===== config.mk =====
export PLATFORM = sky130hd
export DESIGN_NAME = pong_frame_renderer
export DESIGN_NICKNAME = d
export VERILOG_FILES = /design/src/rtl/pong_frame_renderer.sv
export SDC_FILE = /design/constraint.sdc
export NUM_CORES = 1
export LEC_CHECK = 0
export ABC_AREA = 0
export CORE_MARGIN = 3
export CORE_UTILIZATION = 45
export CTS_CLUSTER_SIZE = 24
export DETAILED_ROUTE_END_ITERATION = 8
export GPL_TIMING_DRIVEN = 0
export PLACE_DENSITY = 0.78
export SYNTH_ARGS = -nofsm -noshare
export SYNTH_HDL_FRONTEND = slang
export SYNTH_SLANG_ARGS = --single-unit

===== constraint.sdc =====
create_clock -name clk_i -period 2.4 [get_ports clk_i]
set_input_delay 0.36 -clock clk_i [delete_from_list [all_inputs] [get_ports clk_i]]
set_output_delay 0.36 -clock clk_i [all_outputs]
set_load 0.005 [all_outputs]

===== src/rtl/pong_frame_renderer.sv =====
// Pong display back end: VGA raster timing, per-frame position latch and sprite/decor colour mux.
// Latency: sync/de/rgb appear 2 clocks after their counter value; free-running, no backpressure.
module pong_frame_renderer #(
    parameter int H_RES         = 640,
    parameter int H_FP          = 16,
    parameter int H_SYNC        = 96,
    parameter int H_BP          = 48,
    parameter int V_RES         = 480,
    parameter int V_FP          = 10,
    parameter int V_SYNC        = 2,
    parameter int V_BP          = 33,
    parameter int RGB_W         = 12,
    parameter logic [RGB_W-1:0] FG_COLOR    = 12'hFFF,
    parameter logic [RGB_W-1:0] DECOR_COLOR = 12'h888,
    parameter int X_POS_W       = 10,
    parameter int Y_POS_W       = 10,
    parameter int BALL_SIDE     = 8,
    parameter int PADDLE_WIDTH  = 8,
    parameter int PADDLE_HEIGHT = 64,
    parameter int SCREEN_BORDER = 8
) (
    input  logic               clk_i,
    input  logic               rst_ni,
    input  logic [X_POS_W-1:0] player_x_i,
    input  logic [Y_POS_W-1:0] player_y_i,
    input  logic [X_POS_W-1:0] enemy_x_i,
    input  logic [Y_POS_W-1:0] enemy_y_i,
    input  logic [X_POS_W-1:0] ball_x_i,
    input  logic [Y_POS_W-1:0] ball_y_i,
    output logic               new_frame_o,
    output logic               hsync_o,
    output logic               vsync_o,
    output logic               de_o,
    output logic [RGB_W-1:0]   rgb_o
);

    localparam int H_TOTAL = H_RES + H_FP + H_SYNC + H_BP;
    localparam int V_TOTAL = V_RES + V_FP + V_SYNC + V_BP;
    localparam int HC_W    = $clog2(H_TOTAL);
    localparam int VC_W    = $clog2(V_TOTAL);

    localparam logic [HC_W-1:0] H_LAST = HC_W'(H_TOTAL - 1);
    localparam logic [HC_W-1:0] H_VIS  = HC_W'(H_RES);
    localparam logic [HC_W-1:0] HS_BEG = HC_W'(H_RES + H_FP);
    localparam logic [HC_W-1:0] HS_END = HC_W'(H_RES + H_FP + H_SYNC);
    localparam logic [VC_W-1:0] V_LAST = VC_W'(V_TOTAL - 1);
    localparam logic [VC_W-1:0] V_VIS  = VC_W'(V_RES);
    localparam logic [VC_W-1:0] VS_BEG = VC_W'(V_RES + V_FP);
    localparam logic [VC_W-1:0] VS_END = VC_W'(V_RES + V_FP + V_SYNC);

    // Compare width has two spare bits so sx+W never wraps back onto the screen.
    localparam int CW_CNT = (HC_W > VC_W) ? HC_W : VC_W;
    localparam int CW_POS = (X_POS_W > Y_POS_W) ? X_POS_W : Y_POS_W;
    localparam int CW     = ((CW_CNT > CW_POS) ? CW_CNT : CW_POS) + 2;

    localparam logic [CW-1:0] BALL_C  = CW'(BALL_SIDE);
    localparam logic [CW-1:0] PAD_W_C = CW'(PADDLE_WIDTH);
    localparam logic [CW-1:0] PAD_H_C = CW'(PADDLE_HEIGHT);
    localparam logic [CW-1:0] BRD_LO  = CW'(SCREEN_BORDER);
    localparam logic [CW-1:0] BRD_HI  = CW'(V_RES - SCREEN_BORDER);
    localparam logic [CW-1:0] MID_L   = CW'(H_RES / 2 - 1);
    localparam logic [CW-1:0] MID_R   = CW'(H_RES / 2);

    function automatic logic in_rect(
        input logic [CW-1:0] x,
        input logic [CW-1:0] y,
        input logic [CW-1:0] sx,
        input logic [CW-1:0] sy,
        input logic [CW-1:0] w,
        input logic [CW-1:0] h
    );
        return (x >= sx) && (x < sx + w) && (y >= sy) && (y < sy + h);
    endfunction

    logic [HC_W-1:0]    h_cnt;
    logic [VC_W-1:0]    v_cnt;
    logic [X_POS_W-1:0] sh_player_x, sh_enemy_x, sh_ball_x;
    logic [Y_POS_W-1:0] sh_player_y, sh_enemy_y, sh_ball_y;

    always_ff @(posedge clk_i or negedge rst_ni) begin
        if (!rst_ni) begin
            h_cnt <= '0;
            v_cnt <= '0;
        end else if (h_cnt == H_LAST) begin
            h_cnt <= '0;
            v_cnt <= (v_cnt == V_LAST) ? '0 : v_cnt + 1'b1;
        end else begin
            h_cnt <= h_cnt + 1'b1;
        end
    end

    logic frame_start;
    assign frame_start = (h_cnt == '0) && (v_cnt == V_VIS);

    // Positions are frozen for a whole frame so mid-frame updates cannot tear the picture.
    always_ff @(posedge clk_i or negedge rst_ni) begin
        if (!rst_ni) begin
            new_frame_o <= 1'b0;
            sh_player_x <= '0;
            sh_player_y <= '0;
            sh_enemy_x  <= '0;
            sh_enemy_y  <= '0;
            sh_ball_x   <= '0;
            sh_ball_y   <= '0;
        end else begin
            new_frame_o <= frame_start;
            if (frame_start) begin
                sh_player_x <= player_x_i;
                sh_player_y <= player_y_i;
                sh_enemy_x  <= enemy_x_i;
                sh_enemy_y  <= enemy_y_i;
                sh_ball_x   <= ball_x_i;
                sh_ball_y   <= ball_y_i;
            end
        end
    end

    logic [CW-1:0] px, py;
    logic          visible, hs_raw, vs_raw;
    logic          ball_hit, paddle_hit, border_hit, centre_hit;

    assign px      = CW'(h_cnt);
    assign py      = CW'(v_cnt);
    assign visible = (h_cnt < H_VIS) && (v_cnt < V_VIS);
    assign hs_raw  = !((h_cnt >= HS_BEG) && (h_cnt < HS_END));
    assign vs_raw  = !((v_cnt >= VS_BEG) && (v_cnt < VS_END));

    assign ball_hit   = in_rect(px, py, CW'(sh_ball_x), CW'(sh_ball_y), BALL_C, BALL_C);
    assign paddle_hit = in_rect(px, py, CW'(sh_player_x), CW'(sh_player_y), PAD_W_C, PAD_H_C)
                      | in_rect(px, py, CW'(sh_enemy_x), CW'(sh_enemy_y), PAD_W_C, PAD_H_C);
    assign border_hit = (py < BRD_LO) || (py >= BRD_HI);
    assign centre_hit = ((px == MID_L) || (px == MID_R)) && (py[4] == 1'b0);

    logic vis_q, hs_q, vs_q, ball_q, paddle_q, border_q, centre_q;

    always_ff @(posedge clk_i or negedge rst_ni) begin
        if (!rst_ni) begin
            vis_q    <= 1'b0;
            hs_q     <= 1'b1;
            vs_q     <= 1'b1;
            ball_q   <= 1'b0;
            paddle_q <= 1'b0;
            border_q <= 1'b0;
            centre_q <= 1'b0;
        end else begin
            vis_q    <= visible;
            hs_q     <= hs_raw;
            vs_q     <= vs_raw;
            ball_q   <= ball_hit;
            paddle_q <= paddle_hit;
            border_q <= border_hit;
            centre_q <= centre_hit;
        end
    end

    always_ff @(posedge clk_i or negedge rst_ni) begin
        if (!rst_ni) begin
            hsync_o <= 1'b1;
            vsync_o <= 1'b1;
            de_o    <= 1'b0;
            rgb_o   <= '0;
        end else begin
            hsync_o <= hs_q;
            vsync_o <= vs_q;
            de_o    <= vis_q;
            if (!vis_q) begin
                rgb_o <= '0;
            end else if (ball_q) begin
                rgb_o <= FG_COLOR;
            end else if (paddle_q) begin
                rgb_o <= FG_COLOR;
            end else if (border_q) begin
                rgb_o <= DECOR_COLOR;
            end else if (centre_q) begin
                rgb_o <= DECOR_COLOR;
            end else begin
                rgb_o <= '0;
            end
        end
    end

endmodule


# After elaboration in Yosys (flattened, before gate mapping)
# Index checks and enable logic that the tools add are counted.
# W data, S select, Z words.
dict set report word_totals {
  word_cells 81
  memories 0
  ram_bits 0
  latch_bits 0
  register_bits 103
  romBits 0
}
dict set report classes {
  shift 0
  reduce_logical 19
  n_lt_le_gt_ge 20
  n_eq_ne 5
  mul 0
  n_div 0
  n_addsub 8
  muxes 7
  bitwise 2
}
# operator count
set op_table {}
lappend op_table {{$lt A10 B11 Y1} 6}
lappend op_table {{$ge A10 B10 Y1} 6}
lappend op_table {{$mux W12} 5}
lappend op_table {{$add A10 B4 Y11 const B} 4}
lappend op_table {{$eq A10 B9 Y1 const B} 3}
lappend op_table {{$add A10 B7 Y11 const B} 2}
lappend op_table {{$add A10 B1 Y10 const B} 2}
lappend op_table {{$eq A10 B10 Y1 const B} 2}
lappend op_table {{$ge A10 B9 Y1 const B} 2}
lappend op_table {{$lt A10 B10 Y1 const B} 2}
lappend op_table {{$lt A10 B9 Y1 const B} 2}
lappend op_table {{$mux W10} 2}
lappend op_table {{$logic_and A1 B1 Y1} 14}
lappend op_table {{$ge A10 B10 Y1 const B} 1}
lappend op_table {{$logic_not A10 Y1} 1}
lappend op_table {{$lt A10 B4 Y1 const B} 1}
lappend op_table {{$logic_not A1 Y1} 2}
lappend op_table {{$logic_or A1 B1 Y1} 2}
lappend op_table {{$not A1 Y1} 1}
lappend op_table {{$or A1 B1 Y1} 1}

# Depth between registers and ports, before layout
# Gate-level depths: netlist of run 1.
dict set report depth {
  depth_word 6
  depth_mapped 10
  depth_no_buf 10
}

# Worst setup path before layout of run 1
# Ideal clock, no wire load.
dict set report synth_path {
  path_kind {reg2reg}
  from {register sh_player_x[3]}
  to {register paddle_q}
  path_stages_with_launch 9
  n_path_buf 0
  arrival_time_ns 2.078
  synth_period_minus_slack_ns 2.146
  setup_time_ns 0.068
  setup_slack_ns 0.254
  required_ns 2.332
  path_cell_list {dfrtp_1 -> ha_1 -> inv_1 -> ha_1 -> a21o_1 -> a2111oi_0 -> o21ai_0 -> a2111oi_0 -> a41o_1}
}
dict set report synth_via {
  elab_chain_cells 6
  elab_cells_between_ends 7
}
# element line_no
set synth_rtl {}
lappend synth_rtl {{from (decl)} 77} ;# logic [X_POS_W-1:0] sh_player_x, sh_enemy_x, sh_ball_x;
lappend synth_rtl {{from (signal assigned)} 108} ;# sh_player_x <= player_x_i;
lappend synth_rtl {{$add A10 B4 Y11} 72} ;# return (x >= sx) && (x < sx + w) && (y >= sy) && (y < sy + h);
lappend synth_rtl {{$lt A10 B11 Y1} 72}
lappend synth_rtl {{$logic_and A1 B1 Y1 * (3 in a row)} 72}
lappend synth_rtl {{$or A1 B1 Y1 *} 130} ;# | in_rect(px, py, CW'(sh_enemy_x), CW'(sh_enemy_y), PAD_W_C, PAD_H_C);
lappend synth_rtl {{named net paddle_hit} 120} ;# logic ball_hit, paddle_hit, border_hit, centre_hit;
lappend synth_rtl {{to (signal assigned)} 150} ;# paddle_q <= paddle_hit;
lappend synth_rtl {{to (decl)} 134} ;# logic vis_q, hs_q, vs_q, ball_q, paddle_q, border_q, centre_q;
# Mark *: on every way through the listed nets, which the timed path passes. The rest lies on a longest branch.
# A chain may end at the register's enable or synchronous reset.

# Worst setup path after layout of run 1
# Same ends and word-level chain as after synthesis.

==> impl_results.md, run 1 <==
* Worst skew pair latency at 350 ps
* Max cap viols at 0
* Post-synthesis cell type count at 57
* Critical Path Fanout Max at 4
* Post-Layout Cell Count at 965
* Power Total at 3.18 mW
* Cell Area, Placed at 7450 µm²
* Remaining routing DRC violations at 0
* Synth warn at 0
* Initial antenna violation count at 0
* TritonRoute pass-1 iters at 4
* CP peak stage delay at 420 ps
* Die ar. at 15800 µm²
* CTS Root Cell: clkbuf_16
* Nets@finish at 948
* Final-report max-slew violation count at 0
* Setup ws final at 53.1 ps
* Post-synthesis sequential area ratio at 36.3%
* Slew HR at 63.6%
* Syn Nets at 856
* Tcrit/Tclk final at 97.8%
* HP Class: register to register
* Num rows at 43
* Share of the synthesized area in the top cell type at 34.7%
* CTS tree: done
* Crit path launch type: register
* Critical Path RT at 2680 ps
* Ports at 78
* Reg2Reg Depth at 8
* FILL cells at 1227
* Critical path's slowest cell: dfrtp_1
* Synth Area per Inst at 9.34 µm²
* Hold_sp: vs_q
* Start point of the critical path: sh_player_x[3]
* Most common cell after layout, fill and taps aside: ha_1
* Multi-input logic area at 3690 µm²
* Main synth FF type: dfrtp_1
* Routability cong. at 0.883
* Die W at 126 µm
* Placed cells at 946
* Worst reg2reg startpoint: sh_player_x[3]
* Final hold vios at 0
* Ys async rst share at 100%
* DP HPWL at 11000 µm
* Ant. Diodes at 0
* Fmax at 426 MHz
* Clock sinks at 93
* CP cell instances: ha_1 > inv_1 > ha_1 > a21o_1 > a2111oi_2 > o21ai_2 > a2111oi_2 > a41o_1
* IO Port Bufs at 77
* Seq cells post-synth at 93
* Total number of vias at 5260
* Crit path DAT at 2620 ps
* First-pass GRT wire length at 25200 µm
* Setup TNS at 0 ps
* Post-synth EDFFs at 0
* Worst-path clk slew at 60 ps
* P_leak at 3.87 nW
* Die Ht at 126 µm
* Fin area at 7830 µm²
* Yosys top cell by area: dfrtp_1
* Hold depth at 0
* Peak VDD IR at 247 µV
* TritonCTS buffer count at 9
* Pwr per Cell Area at 406 nW/µm²
* Crit end category: register
* RR Endpoint: paddle_q
* Worst-Margin Slew at 546 ps
* Status: completed
* Drt wl/cell at 15.6 µm
* Hold Path Sink: vsync_o
* DR vias/cell at 5.45
* Routed Wire Length at 15100 µm
* Gate count of the mapped netlist at 688
* Most frequent cells in the layout: ha_1 (105), dfrtp_1 (85), nand2_1 (79)
* Tmin final at 2350 ps
* Area Overhead vs Synth at 21.7%
* CTS max path bufs at 2
* Core area at 13900 µm²
* Largest net degree at the start of global routing at 71
* Total gr overflow at 0
* DP Worst Slack at -107 ps
* DRT iter0 DRCs at 289
* R2R setup slack at 50 ps
* Total track usage at 19.7%
* Skew final at 4.51 ps
* Final setup violation count at 0
* Mapped Area at 6430 µm²
* Layout cell share with drive strength beyond 1 at 8.54%
* Final ANT Viol Nets at 0
* Initial Util at 46.1%
* Kind of critical path: register to register
* Vias in the first global route at 5079
* Largest cells by area after synthesis: dfrtp_1 (35%), ha_1 (21%), nand2_1 (4.6%)
* Storage cell area at 2340 µm²
* CTS H-Tree Depth at 3
==> synth_stat cells (8+ instances only) <==
cell	count
a21o_1	13
a21oi_1	28
buf_4	12
dfrtp_1	89
ha_1	106
inv_1	68
nand2_1	79
nand2b_1	8
nand3_1	28
nor2_1	13
nor2b_1	9
nor3_1	11
o21ai_0	52
o21ai_1	35
xnor2_1	28
==> worst max path at each step <==
stage | end | depth (start not counted)
4_1_cts | sh_ball_y[5] | 6
2_1_floorplan | paddle_q | 8
3_3_place_gp | sh_enemy_x[2] | 1
6_report | paddle_q | 8
3_5_place_dp | paddle_q | 9
5_1_grt | paddle_q | 10
==> metal layers <==
layer  wire [µm]  track usage [%]  up-vias
met3         652             2.95       26
met4         275             6.82        0
met5           0                0        -
li1            -                -     2619
met1        6920             26.8     2492
met2        7230             32.2      123
==> cell type report <==
cell class                      instances  share of cell area (%)
Tap cell                              180                    2.88
Timing Repair Buffer                   81                    10.5
Multi-Input combinational cell        501                    47.2
Clock buffer                           10                    3.05
Inverter                               68                    3.26
Clock inverter                          6                   0.799
Buffer                                 26                    2.43
Sequential cell                        93                    29.9
==> logic make-up after synthesis <==
logic type | share of synthesized area [%]
simple gates | 14.2
compound gates | 16.2
fa+ha+maj | 20.6
buf+inv | 6.91
flops | 36.3
xor+xnor | 4.50
mux | 1.21
==> power by group <==
part	switching, mW	leakage [nW]	internal [mW]
Combinational	0.0454	2.77	0.0922
Clock	0.639	0.140	0.832
Sequential	0	0.963	1.57
Total	0.684	3.87	2.49
==> sequential cells by signal, summed over array words and instances (netlist names), 2 cells and up <==
register / cells
sh_enemy_x: 10
sh_player_x: 10
sh_enemy_y: 10
v_cnt: 10
sh_player_y: 10
sh_ball_y: 10
sh_ball_x: 10
h_cnt: 10
rgb_o: 2
==> critical path: cells and delay by family, from the launching register on <==
family / cells / cell delay, ps
adder cells (fa/ha/maj): 2 / 580
buffers and inverters: 1 / 40
AO/OA/AOI/OAI: 5 / 1220
flip-flops: 1 / 420
==> metrics by stage <==
stage | hold WS (ps) | util [%]
finish | 356 | 56.2
global route | 361 | 56.2
CTS | 356 | 55.8
detailed placement | 289 | 53.5
global placement | 347 | 53.3
floorplan | 64.4 | -
==> what timing repair did <==
item | 4_1_cts | 5_1_grt
hold endpoints to repair | 23 | 0
setup buffers | 0 | 2
pin swaps | 2 | 6
hold buffers | 1 | 0
gates resized for setup | 7 | 11
setup endpoints to repair | 8 | 18
Power figures use the tool's default switching activity.
==> run 2, diff against run 1 <==
- CELL_PAD_IN_SITES_DETAIL_PLACEMENT: unset -> 2
- CELL_PAD_IN_SITES_GLOBAL_PLACEMENT: unset -> 2
- CORE_UTILIZATION: 45 -> 35
- PLACE_DENSITY: 0.78 -> 0.91
- SLEW_MARGIN: unset -> 20
==> run 2 against run 1 <==
  * The run now ends with negative setup slack left
  * Wire length rose by 69%
  * Die area up 27%
  * Clock skew increased by 2.9 ps
  * Sequential power barely moved
  * Worst setup slack lost 200 ps
  * Hold slack improved by 2.8 ps
  * Clock-buffer cell count up 1
  * Via count is 10% higher
  * Register-to-register slack worse by 200 ps
  * First-iteration DRC count grew 13%
  * Power is 5.4% higher
  * Largest cell class unchanged
  * Highest routed layer unchanged
==> impl_results.md, run 2 (synthesis gave the netlist of run 1 again) <==
* Status: finished with violations
* Failing checks: negative setup slack
* Area Overhead vs Synth at 25.1%
* Clock sinks at 93
* Largest net degree at the start of global routing at 49
* P_leak at 3.92 nW
* Die ar. at 20000 µm²
* Total track usage at 24.1%
* Most common cell after layout, fill and taps aside: ha_1
* TritonRoute pass-1 iters at 4
* Critical Path Most Common Cell: ha_1
* Initial Util at 36.4%
* Critical Path Fanout Max at 3
* CP cell instances: ha_1 > and3_1 > nand3_2 > xnor2_2 > ha_1 > o2111ai_1 > nor2_1 > a221oi_2 > o221a_2 > a41o_1
* Fmax at 392 MHz
* Routed Wire Length at 25400 µm
* Nets@finish at 950
* Kind of critical path: register to register
* Worst skew pair latency at 370 ps
* Initial antenna violation count at 0
* CTS Root Cell: clkbuf_16
* Total number of vias at 5789
* GR Util met3 at 3.88%
* Remaining routing DRC violations at 0
* DR vias/cell at 5.72
* CP peak stage delay at 400 ps
* Critical Path RT at 2690 ps
* CTS max path bufs at 2
* Core area at 17700 µm²
* Most frequent cells in the layout: ha_1 (104), nand2_1 (79), clkdlybuf4s50_1 (76)
* DP HPWL at 16400 µm
* Peak VDD IR at 317 µV
* Critical path's slowest cell: dfrtp_1
* IO Port Bufs at 77
* TritonCTS buffer count at 9
* Pwr per Cell Area at 416 nW/µm²
* Worst-path clk slew at 70 ps
* CTS H-Tree Depth at 3
* Crit end category: register
* CTS tree: done
* Die W at 142 µm
* Final-report max-slew violation count at 0
* Skew final at 7.40 ps
* Met2 Resource Use GR at 42.1%
* Max cap viols at 0
* Slew HR at 57.9%
* Crit path launch type: register
* Ports at 78
* Tcrit/Tclk final at 106%
* CP bufs+invs at 0
* Placed cells at 991
* CP delay by family, top: compound AO/OA/AOI/OAI gates
* Layout cell share with drive strength beyond 1 at 11.4%
* Crit path DAT at 2850 ps
* Worst-Margin Slew at 631 ps
* Setup ws final at -151 ps
* RSZ-0062 raised after global routing: true
* Die Ht at 142 µm
* Vias in the first global route at 6603
* DRT iter0 DRCs at 328
* Total gr overflow at 0
* Tmin final at 2550 ps
* Final hold vios at 0
* Routability cong. at 0.877
* Final setup violation count at 2
* Final hold slack at 359 ps
* Drt wl/cell at 25.1 µm
* Post-Layout Cell Count at 1012
* Num rows at 48
* HP Class: register to register
* GR Layer Usage met1 at 29.7%
* Setup TNS at -184 ps
* Final ANT Viol Nets at 0
* First-pass GRT wire length at 37500 µm
* GRT Max-Usage Layer: met2
* Ant. Diodes at 0
-- run 2: cell types whose count changed in the layout (fill, tap and decap cells not counted), sizes merged --
cell,previous run,this run
bufinv,1,2
clkinvlp,3,0
inv,68,69
buf,28,31
-- run 2: per-layer routing --
metal	wire length, µm	share of wire (%)	up-vias
met5	0	0	-
met4	958	3.8	0
met3	1140	4.5	58
met2	13100	51	179
met1	10300	40	2935
li1	-	-	2617
-- run 2: report_power, final --
| part | switching [mW] | internal, mW | total (mW) |
|---|---|---|---|
| clock network | 0.690 | 0.947 | 1.64 |
| registers | 0 | 1.57 | 1.57 |
| logic | 0.0505 | 0.0932 | 0.144 |
-- run 2: path summary, 6_finish.rpt --
path,to,cells after the start,slack [ps],from
worst min-delay path,vsync_o,0,360,vs_q
worst max-delay path,paddle_q,10,-150,sh_enemy_x[4]
min in group asynchronous,sh_ball_x[1],2,500,rst_ni
worst min register to register,vsync_o,0,360,vs_q
worst max register to register,paddle_q,10,-150,sh_enemy_x[4]
max in group asynchronous,vs_q,3,1230,rst_ni
-- run 2: final cells by class --
class	count	area, µm²
fill	1870	9620
clock inverter	5	82.6
timing repair buffer	83	840
buffer	26	206
multi-input combinational	501	3780
tap	225	282
inverter	68	255
sequential	93	2350
clock buffer	11	243
-- run 2: metrics by stage --
step	utilization (%)	cell area (µm²)	setup WS (ps)	power, mW
final	45.5	8040	-151	3.35
after global routing	45.5	8040	-229	3.46
after CTS	44.9	7920	-28.6	3.36
after detailed placement	42.5	7510	-521	1.74
after global placement	42.4	7480	-2510	1.73
after floorplan	-	6430	254	1.60
-- run 2: repair_timing --
action,4_1_cts,5_1_grt
endpoints found under the hold margin,45,0
pin swaps,5,3
setup endpoints to repair,19,65
hold buffers,1,0
buffers inserted,3,1
resized for setup,19,29
